==> config.mk <==
export PLATFORM = sky130hd
export DESIGN_NAME = handshake_const_sink
export DESIGN_NICKNAME = d
export VERILOG_FILES = /design/src/rtl/handshake_const_sink.sv
export SDC_FILE = /design/constraint.sdc
export NUM_CORES = 1
export LEC_CHECK = 0
export CAP_MARGIN = 5
export CORE_AREA = 5 5 71 73
export CTS_BUF_LIST = sky130_fd_sc_hd__clkbuf_4 sky130_fd_sc_hd__clkbuf_8
export DETAILED_ROUTE_END_ITERATION = 8
export DIE_AREA = 0 0 76 78
export PLACE_DENSITY = 0.78
export SLEW_MARGIN = 20
export SYNTH_ARGS = -nofsm -noshare
export SYNTH_HDL_FRONTEND = slang
export SYNTH_SLANG_ARGS = --single-unit
==> constraint.sdc <==
create_clock -name clk -period 2.9 [get_ports clk]
set_input_delay 0.87 -clock clk [delete_from_list [all_inputs] [get_ports clk]]
set_output_delay 0.87 -clock clk [all_outputs]
set_load 0.05 [all_outputs]
==> src/rtl/handshake_const_sink.sv <==
// handshake_const_sink
//   Consumes data tokens over a valid/ready channel and, for each one, emits a
//   dataless control token over a second valid/ready channel. The control
//   token carries ctrl_match, which says whether the consumed payload equalled
//   CONST_VALUE. A single output register decouples the two channels. It still
//   allows one token per cycle, because a new token can be accepted in the
//   same cycle that the buffered one leaves.
//
// Ports
//   clk            : sole clock, rising edge
//   rst            : synchronous active-high reset
//   ins            : data token payload
//   ins_valid      : data token present
//   ins_ready      : sink accepts the data token this cycle (comb. from ctrl_ready)
//   ctrl_valid     : control token present (registered)
//   ctrl_ready     : downstream accepts the control token
//   ctrl_match     : qualifier travelling with the control token (registered)
//   token_count    : saturating count of accepted data tokens
//   mismatch_count : saturating count of accepted tokens that were not CONST_VALUE
//   mismatch_seen  : sticky flag, set by the first mismatching accepted token
module handshake_const_sink #(
  parameter int unsigned DATA_WIDTH  = 32,
  parameter logic [63:0] CONST_VALUE = 64'd535809,
  parameter int unsigned CNT_WIDTH   = 16
) (
  input  logic                  clk,
  input  logic                  rst,
  input  logic [DATA_WIDTH-1:0] ins,
  input  logic                  ins_valid,
  output logic                  ins_ready,
  output logic                  ctrl_valid,
  input  logic                  ctrl_ready,
  output logic                  ctrl_match,
  output logic [CNT_WIDTH-1:0]  token_count,
  output logic [CNT_WIDTH-1:0]  mismatch_count,
  output logic                  mismatch_seen
);

  localparam logic [DATA_WIDTH-1:0] ConstW   = DATA_WIDTH'(CONST_VALUE);
  localparam logic [CNT_WIDTH-1:0]  CntMax   = {CNT_WIDTH{1'b1}};

  typedef enum logic {StEmpty, StFull} state_e;

  state_e                 state_q, state_d;
  logic                   match_q, match_d;
  logic [CNT_WIDTH-1:0]   tok_cnt_q, tok_cnt_d;
  logic [CNT_WIDTH-1:0]   mm_cnt_q, mm_cnt_d;
  logic                   mm_seen_q, mm_seen_d;

  logic in_xfer;
  logic out_xfer;
  logic is_match;

  // The buffer can take a token whenever it is empty or is being drained now.
  assign ins_ready = (state_q == StEmpty) || ctrl_ready;
  assign in_xfer   = ins_valid && ins_ready;
  assign out_xfer  = (state_q == StFull) && ctrl_ready;
  assign is_match  = (ins == ConstW);

  always_comb begin
    state_d   = state_q;
    match_d   = match_q;
    tok_cnt_d = tok_cnt_q;
    mm_cnt_d  = mm_cnt_q;
    mm_seen_d = mm_seen_q;

    unique case (state_q)
      StEmpty: if (in_xfer) state_d = StFull;
      StFull: begin
        // Simultaneous drain and fill keeps the buffer full with no bubble.
        if (out_xfer && !in_xfer) state_d = StEmpty;
      end
      default: state_d = StEmpty;
    endcase

    if (in_xfer) begin
      match_d = is_match;
      if (tok_cnt_q != CntMax) tok_cnt_d = tok_cnt_q + CNT_WIDTH'(1);
      if (!is_match) begin
        mm_seen_d = 1'b1;
        if (mm_cnt_q != CntMax) mm_cnt_d = mm_cnt_q + CNT_WIDTH'(1);
      end
    end
  end

  always_ff @(posedge clk) begin
    if (rst) begin
      state_q   <= StEmpty;
      match_q   <= 1'b0;
      tok_cnt_q <= '0;
      mm_cnt_q  <= '0;
      mm_seen_q <= 1'b0;
    end else begin
      state_q   <= state_d;
      match_q   <= match_d;
      tok_cnt_q <= tok_cnt_d;
      mm_cnt_q  <= mm_cnt_d;
      mm_seen_q <= mm_seen_d;
    end
  end

  assign ctrl_valid     = (state_q == StFull);
  assign ctrl_match     = match_q;
  assign token_count    = tok_cnt_q;
  assign mismatch_count = mm_cnt_q;
  assign mismatch_seen  = mm_seen_q;

endmodule
# --- Word level (Yosys, flattened, before mapping) ---
# Cells that the tools add are included.
classes:
  n_addsub: 2
  n_eq_ne: 3
  n_mux: 3
  n_bitwise: 2
  n_reduce_logical: 8
op_table:
  columns: ["operator", "count"]
  rows:
  - ["$add A16 B1 Y16 const B", 2]
  - ["$eq A32 B20 Y1 const B", 1]
  - ["$ne A16 B16 Y1 const B", 2]
  - ["$reduce_and A2 Y1", 2]
  - ["$logic_and A1 B1 Y1", 3]
  - ["$reduce_and A3 Y1", 1]
  - ["$mux W1", 2]
  - ["$not A1 Y1", 2]
  - ["$pmux W1 S2", 1]
  - ["$logic_not A1 Y1", 1]
  - ["$logic_or A1 B1 Y1", 1]
word_totals:
  ff_bits: 35
  input_bits: 36
  out_inout_bits: 36
  word_cells: 23

# --- Longest topological paths before layout ---
# Gate-level depths: netlist of run 1.
logic_depth:
  word_depth: 7
  mapped_depth: 7
  mapped_depth_nobuf: 6

# --- Worst setup path before layout of run 1 ---
# Ideal clock, no wire load.
synth_path:
  path_kind: "input-to-reg"
  startpoint: "input port ctrl_ready"
  endpoint: "register mm_cnt_q[15], in the netlist mismatch_count[15]"
  setup_time_ns: 0.121
  arrival_time_ns: 2.428
  t_required_ns: 2.779
  path_slack_ns: 0.351
  cell_stages: 6
  n_path_buf: 1
  path_cell_list: "nand2b_4 nand2_4 or4_1 buf_2 nor4b_2 mux2_2"
synth_between:
  elab_chain_cells: 3
synth_lines:
  columns: ["element", "line", "rtl"]
  rows:
  - ["start: declaration", "32", "input logic ctrl_ready,"]
  - ["$logic_or A1 B1 Y1", "55", "assign ins_ready = (state_q == StEmpty) || ctrl_ready;"]
  - ["$logic_and A1 B1 Y1", "56", "assign in_xfer = ins_valid && ins_ready;"]
  - ["$reduce_and A3 Y1 (no line)", null, null]
  - ["end signal: assignment", "97", "mm_cnt_q <= mm_cnt_d;"]
  - ["end: declaration", "47", "logic [CNT_WIDTH-1:0] mm_cnt_q, mm_cnt_d;"]
# No other way between the ends.
# A chain may end at the register's enable or synchronous reset.

# --- Worst setup path in the final report of run 1 ---
# Same ends and word-level chain as after synthesis.

==> summary.md, run 1 <==
| Metric | Value |
|---|---|
| Critical Path End Type | flip-flop |
| Syn-to-layout area delta | 51.15% |
| Leak | slightly above 0.0009 uW |
| WP buf/inv | 1 |
| Insertion delay to the later sink of the worst-skew pair | 0.28 ns |
| Post-route ant nets | 0 |
| Initial Util | 43.01% |
| GRT overflow | 0 |
| Critical Path Max Stage Delay | 0.67 ns |
| DP Cell Count | between 300 and 400 |
| CP max-delay cell | or4_1 |
| Critical Path AT | approximately 2.8 ns |
| Vias in the first global route | about 1900 |
| Root Driver | clkbuf_8 |
| Drt drc | 0 |
| CTS Hold Bufs | 0 |
| Vias | 1946 |
| Total GRT Usage | roughly 17% |
| Area fraction of the dominant cell type after synthesis | ~38% |
| Hold Path Class | reg2reg |
| Most used DFF post-synth | dfxtp_1 |
| Final min period | between 2 and 3 ns |
| Total Power Consumption | just over 1000 uW |
| Pwr Density | approximately 370 nW/um^2 |
| Kind of critical path | in2reg |
| I/O Pins | 72 |
| Die ar. | a little under 6000 sq um |
| Sequential element share of the synthesized area | approximately 38% |
| Die height | a little under 80 um |
| Num CTS Buffers | 5 |
| Register bit total from synthesis | 35 |
| Max clock buf depth | 2 |
| Asr flop ratio synth | 0% |
| Post-DP HPWL | ~4.0 mm |
| First-pass GRT wire length | about 8.6 mm |
| Filler instances | 395 |
| Share of layout cells above drive strength 1 | 11.04% |
| Syn_area_per_cell | 8.510 sq um |
| CTS tree | yes |
| Core Area | 4294 sq um |
| Post-synth net total | ~260 |
| Area of the multi-input gates | between 1000 and 1500 sq um |
| H-tree levels | 2 |
| Synth cell types | 38 |
| # setup viols final | 0 |
| Final Cycle Share | 89.93% |
| RSZ-0062 raised after global routing | false |
| Outcome | finished, final reports clean |
| Most common cell in the netlist | dfxtp_1 |
| Crit path max-delay family | simple AND/OR/NAND/NOR gates |
| Largest net degree at the start of global routing | 24 |
| ANT cells | 0 |
| FF+latch area | 700.7 sq um |
| Drt total wl | around 5.1 mm |
| Num rows | 24 |
| Post-synth top cells | dfxtp_1 (35), nor2_1 (27), a21oi_1 (16) |
| Initial antenna violation count | 0 |
| Mapped Area | 1847 sq um |
| Rel. slew slack | a little under three fifths |
| Cell count after synthesis | ~220 |
| Postcts setup bufs | 0 |
| Clk sink count | 35 |
| Critical path, cell by cell | clkdlybuf4s50_1 > nand2b_4 > nand2_4 > or4_1 > nor4b_2 > mux2_2 |
| CP max FO | 9 |
| Max_cap viols | 0 |
| Number of flops mapped to enable cells by yosys | 0 |
| Worst-case vdd ir drop | roughly 0.33 mV |
| Starting DRT DRC Count | approximately 130 |
| Clock-pin slew on the worst setup and hold paths | around 0.070 ns |
| Synth area leaders | dfxtp_1 (38%), xnor2_1 (6.2%), nor2_1 (5.5%), a21oi_1 (4.3%), nand3_1 (3.3%) |
| Area leader, netlist | dfxtp_1 |
| Die X | around 76 um |
| Post-Layout Cell Count | between 300 and 400 |
| Via density | between 5 and 6 |
| Hold Fails Final Rpt | 0 |
| DR pass1 iterations | 4 |
| Startpoint Class | primary input |
| Max Clk Rate | around 380 MHz |
| Routed len/inst | between 10 and 15 um |
| Post-CTS sizing | 0 |
| Final core occ | ~65% |
| Final Slew Violations | 0 |
| PortBufs | 71 |
| Final #Nets | between 300 and 400 |
| CP required | between 3 and 4 ns |
| Worst-case clock skew | approximately 0.0067 ns |
| Fin Setup TNS | 0 ns |
| Synth warn | 0 |
| Least-Margin Pin Slew | ~0.67 ns |
| Final GP Congestion | around 0.84 |
-- state kept, by name, indices dropped and copies added, names as in the netlist --
name and count:
mismatch_seen 1, token_count 16, mismatch_count 16, ctrl_match 1
ctrl_valid 1
-- cells in the final DEF, fill, tap and decap left out, types with 2 or more instances in the layout --
master,synthesis,layout
or4b_2,2,2
nor2b_1,5,5
nor4_1,7,7
nand4_1,8,8
dfxtp_1,35,35
o31ai_1,7,7
mux2i_1,2,2
and2_1,2,2
clkdlybuf4s50_1,0,70
or4_1,8,8
clkbuf_8,0,7
nand3_1,12,12
and3_1,3,3
buf_4,0,13
nor3_1,5,5
a21oi_1,16,16
and4_1,2,2
nor2_1,27,27
mux2_2,4,4
ha_1,2,2
xnor2_1,13,13
o41ai_1,2,2
nand2_1,12,12
o21ai_0,5,5
or3_1,3,3
nor4b_1,4,4
a211oi_1,6,6
inv_1,4,4
-- logic make-up (layout without fill, tap and decap cells) --
logic type / Yosys count / after routing / share of synthesized area, %
simple gates: 109 / 109 / 35.09
compound gates: 38 / 38 / 12.81
flops: 35 / 35 / 37.94
buf+inv: 14 / 96 / 3.116
xor+xnor: 13 / 13 / 6.165
mux: 6 / 6 / 3.523
fa+ha+maj: 2 / 2 / 1.355
-- stage by stage --
step / setup WS, ns / instance area [sq um] / hold slack [ns]
after floorplan: 0.3512 / 1847 / 0.6968
after global placement: 0.006028 / 2688 / 0.4500
after detailed placement: -0.01514 / 2688 / 0.4808
after CTS: 0.2944 / 2791 / 0.4970
after global routing: 0.1795 / 2791 / 0.5391
final: 0.2919 / 2791 / 0.4976
-- layer usage --
layer | GRT usage, % | up-vias | wire (um)
met2 | 29.28 | 67 | 2546
li1 | - | 970 | -
met4 | 3.737 | 0 | 46
met3 | 4.514 | 4 | 341
met5 | 0 | - | 0
met1 | 21.50 | 905 | 2194
-- worst paths after layout --
| path | start | end | slack (ns) | cells after the start |
|---|---|---|---|---|
| hold / removal | mismatch_seen | mismatch_seen | 0.50 | 2 |
| hold reg to reg | mismatch_seen | mismatch_seen | 0.50 | 2 |
| setup / recovery | ctrl_ready | mismatch_count[15] | 0.29 | 6 |
| setup reg to reg | mismatch_count[0] | mismatch_count[15] | 0.66 | 6 |
-- power breakdown --
group	leakage, uW	internal, uW	switching [uW]
logic	0.000584	77.1	69.3
clock network	0.0000549	226	168
registers	0.000283	489	8.59
total	0.000922	792	246
-- area by class of cell --
class / count / share of cell area (%)
Multi-Input combinational cell: 168 / 39.00
Timing Repair Buffer: 84 / 29.31
Sequential cell: 35 / 25.10
Clock buffer: 8 / 3.720
Tap cell: 52 / 2.331
Inverter: 4 / 0.5379
-- tightest hold or removal path: stages (launching register included) --
cell     delay [ns]
dfxtp_1        0.34
nor2_1         0.05
nor2_1         0.08
(Power assumes the default switching activity.)
==> run 2, diff against run 1 <==
--- a/config.mk
+++ b/config.mk
@@ -8,6 +8,7 @@
 export CAP_MARGIN = 5
 export CORE_AREA = 5 5 71 73
 export CTS_BUF_LIST = sky130_fd_sc_hd__clkbuf_4 sky130_fd_sc_hd__clkbuf_8
+export CTS_CLUSTER_SIZE = 10
 export DETAILED_ROUTE_END_ITERATION = 8
 export DIE_AREA = 0 0 76 78
 export PLACE_DENSITY = 0.78
==> results of run 2 <==
Final layout, timing and power as in run 1 (identical DEF).
==> run 3, diff against run 2 <==
--- a/config.mk
+++ b/config.mk
@@ -5,13 +5,13 @@
 export SDC_FILE = /design/constraint.sdc
 export NUM_CORES = 1
 export LEC_CHECK = 0
-export CAP_MARGIN = 5
-export CORE_AREA = 5 5 71 73
+export CORE_AREA = 2 2 68 70
 export CTS_BUF_LIST = sky130_fd_sc_hd__clkbuf_4 sky130_fd_sc_hd__clkbuf_8
 export CTS_CLUSTER_SIZE = 10
 export DETAILED_ROUTE_END_ITERATION = 8
-export DIE_AREA = 0 0 76 78
+export DIE_AREA = 0 0 70 72
 export PLACE_DENSITY = 0.78
+export RECOVER_POWER = 100
 export SLEW_MARGIN = 20
 export SYNTH_ARGS = -nofsm -noshare
 export SYNTH_HDL_FRONTEND = slang
==> run 3 against run 2 <==
  * Global-route usage up 3.7 points
  * Sequential share of layout area rose by 0.35 points
  * Critical endpoint is now mismatch_count[11]
  * Non-clock buffer count decreased by 1
  * Core utilization down 0.45 points
  * Worst setup slack worse by 0.069 ns
==> summary.md, run 3 (synthesis gave the netlist of run 1 again) <==
| Metric | Value |
|---|---|
| Launching point of the worst reg2reg path | mismatch_count[0] |
| Commonest cells after routing, fill and taps aside | dlygate4sd3_1 (37), dfxtp_1 (35), clkdlybuf4s50_1 (33) |
| Share of layout cells above drive strength 1 | 9.428% (-1.6 points) |
| Hold Path Class | reg2reg |
| RSZ-0062 raised after global routing | false |
| # setup viols final | 0 (unchanged) |
| Final Slew Violations | 0 (unchanged) |
| Worst-case vdd ir drop | 0.2329 mV (-29%) |
| Hold Slack | 0.4922 ns (-0.005442 ns) |
| Final cell area excluding filler cells | 2753 sq um (-1.4%) |
| Routed len/inst | 14.12 um (-3.3%) |
| GRT overflow | 0 (unchanged) |
| H-tree levels | 2 (unchanged) |
| Initial antenna violation count | 0 (unchanged) |
| Root Driver | clkbuf_8 |
| I/O Pins | 72 (unchanged) |
| Area of the multi-input gates | 1081 sq um (-0.69%) |
| Final Cycle Share | 92.30% (+2.4 points) |
| Initial Util | 43.31% (+0.30 points) |
| Max_cap viols | 0 (unchanged) |
| Filler instances | 380 (-3.8%) |
| DR pass1 iterations | 5 (+1) |
| Post-route ant nets | 0 (unchanged) |
| Core Area | 4264 sq um (-0.70%) |
| FF+latch area | 700.7 sq um (unchanged) |
| Die ar. | 5040 sq um (-15%) |
| Least-Margin Pin Slew | 0.6805 ns (+0.009120 ns) |
| Hold Fails Final Rpt | 0 (unchanged) |
| Worst-case clock skew | 0.006304 ns (-0.0003853 ns) |
| CP required | 3.13 ns (+0.05 ns) |
| Drt drc | 0 (unchanged) |
| Hold_sp | ctrl_match |
| PortBufs | 71 (unchanged) |
| Drt total wl | 4.929 mm (-3.9%) |
| Leak | 0.001015 uW (+10%) |
| R2R depth | 6 (unchanged) |
| Hold path cells | 2 (unchanged) |
| Clk sink count | 35 (unchanged) |
| Post-CTS sizing | 0 (unchanged) |
| Vias | 1934 (-0.62%) |
| Pwr Density | 361.0 nW/um^2 (-2.9%) |
| Die height | 72 um (-7.7%) |
| Max clock buf depth | 2 (unchanged) |
| First-pass GRT wire length | 8.383 mm (-2.2%) |
| Num CTS Buffers | 5 (unchanged) |
| Total GRT Usage | 20.77% (+3.7 points) |
| Max Clk Rate | 373.6 MHz (-2.6%) |
| CTS tree | yes |
| Worst reg2reg endpoint | mismatch_count[11] |
| Postcts setup bufs | 0 (unchanged) |
| Final #Nets | 335 (-0.30%) |
| Insertion delay to the later sink of the worst-skew pair | 0.29 ns (about the same) |
| Kind of critical path | in2reg |
| CP max FO | 9 (unchanged) |
| Startpoint Class | primary input |
| Syn-to-layout area delta | 49.05% |
| Outcome | finished, final reports clean |
| Final min period | 2.677 ns (+0.06855 ns) |
| Hold Path Sink | ctrl_match |
| Final GP Congestion | 0.7950 (-5.6%) |
| Largest net degree at the start of global routing | 20 (-17%) |
| Critical Path AT | 2.90 ns (+0.11 ns) |
| Vias in the first global route | 1865 (+0.38%) |
| Post-DP HPWL | 3.694 mm (-7.5%) |
| Die X | 70 um (-7.9%) |
| Starting DRT DRC Count | 180 (+35%) |
| Clock-pin slew on the worst setup and hold paths | 0.07 ns (about the same) |
| Via density | 5.542 (about the same) |
| Rel. slew slack | 54.54% (-0.61 points) |
| Num rows | 24 (unchanged) |
| Most common cell after layout, fill and taps aside | dlygate4sd3_1 |
| R2R Setup Slk | 0.65 ns (about the same) |
| Critical Path End Type | flip-flop |
| Dpl cell area | 2680 sq um (-0.28%) |
| ANT cells | 0 (unchanged) |
| CTS Hold Bufs | 0 (unchanged) |
## run 3: cell count changes in the layout (fill, tap and decap cells not counted), sizes merged
cell / change
clkdlybuf4s50: -37
buf: -3
dlygate4sd3: +37
clkinv: +1
## run 3: power by group
group | internal, uW | switching [uW] | leakage [uW]
Combinational | 72.8 | 68.8 | 0.000685
Clock | 186 | 169 | 0.0000470
Sequential | 489 | 7.88 | 0.000283
## run 3: area by class of cell
cell class	instances	share of cell area (%)
clock buffer	6	3.000
inverter	4	0.5455
sequential	35	25.45
tap	52	2.364
multi-input combinational	168	39.27
clock inverter	1	0.1818
timing repair buffer	83	29.18
## run 3: layer usage
layer / wire [um] / track usage (%) / up-vias
li1: - / - / 965
met3: 267 / 5.556 / 9
met5: 0 / 0 / -
met1: 2065 / 25.09 / 902
met2: 2517 / 35.45 / 58
met4: 78 / 8.333 / 0
## run 3: how the worst max path moves through the flow
stage / start / slack [ns] / cells past startpoint / endpoint
final: ctrl_ready / 0.22 / 6 / mismatch_count[11]
after global routing: ctrl_ready / 0.10 / 6 / mismatch_count[15]
after CTS: ctrl_ready / 0.26 / 6 / mismatch_count[15]
after detailed placement: ctrl_ready / -0.05 / 6 / mismatch_count[15]
after global placement: ctrl_ready / -0.02 / 6 / mismatch_count[15]
after floorplan: ctrl_ready / 0.35 / 6 / mismatch_count[15]
## run 3: stage by stage
stage	worst slack, ns	utilization, %	TNS (ns)	power, uW	instances
finish	0.2234	64.55	0	993.6	349
global route	0.1040	64.55	0	1036	349
CTS	0.2641	64.91	0	1009	349
global placement	-0.01982	62.85	-0.01982	651.7	342
floorplan	0.3512	-	0	571.6	217
detailed placement	-0.04640	62.85	-0.08947	654.6	342
## run 3: worst max-delay path, stage by stage
cell	delay, ns
clkdlybuf4s50_1	0.45
nand2b_1	0.17
nand2_4	0.06
or4_1	0.68
or4_1	0.53
a21oi_1	0.15
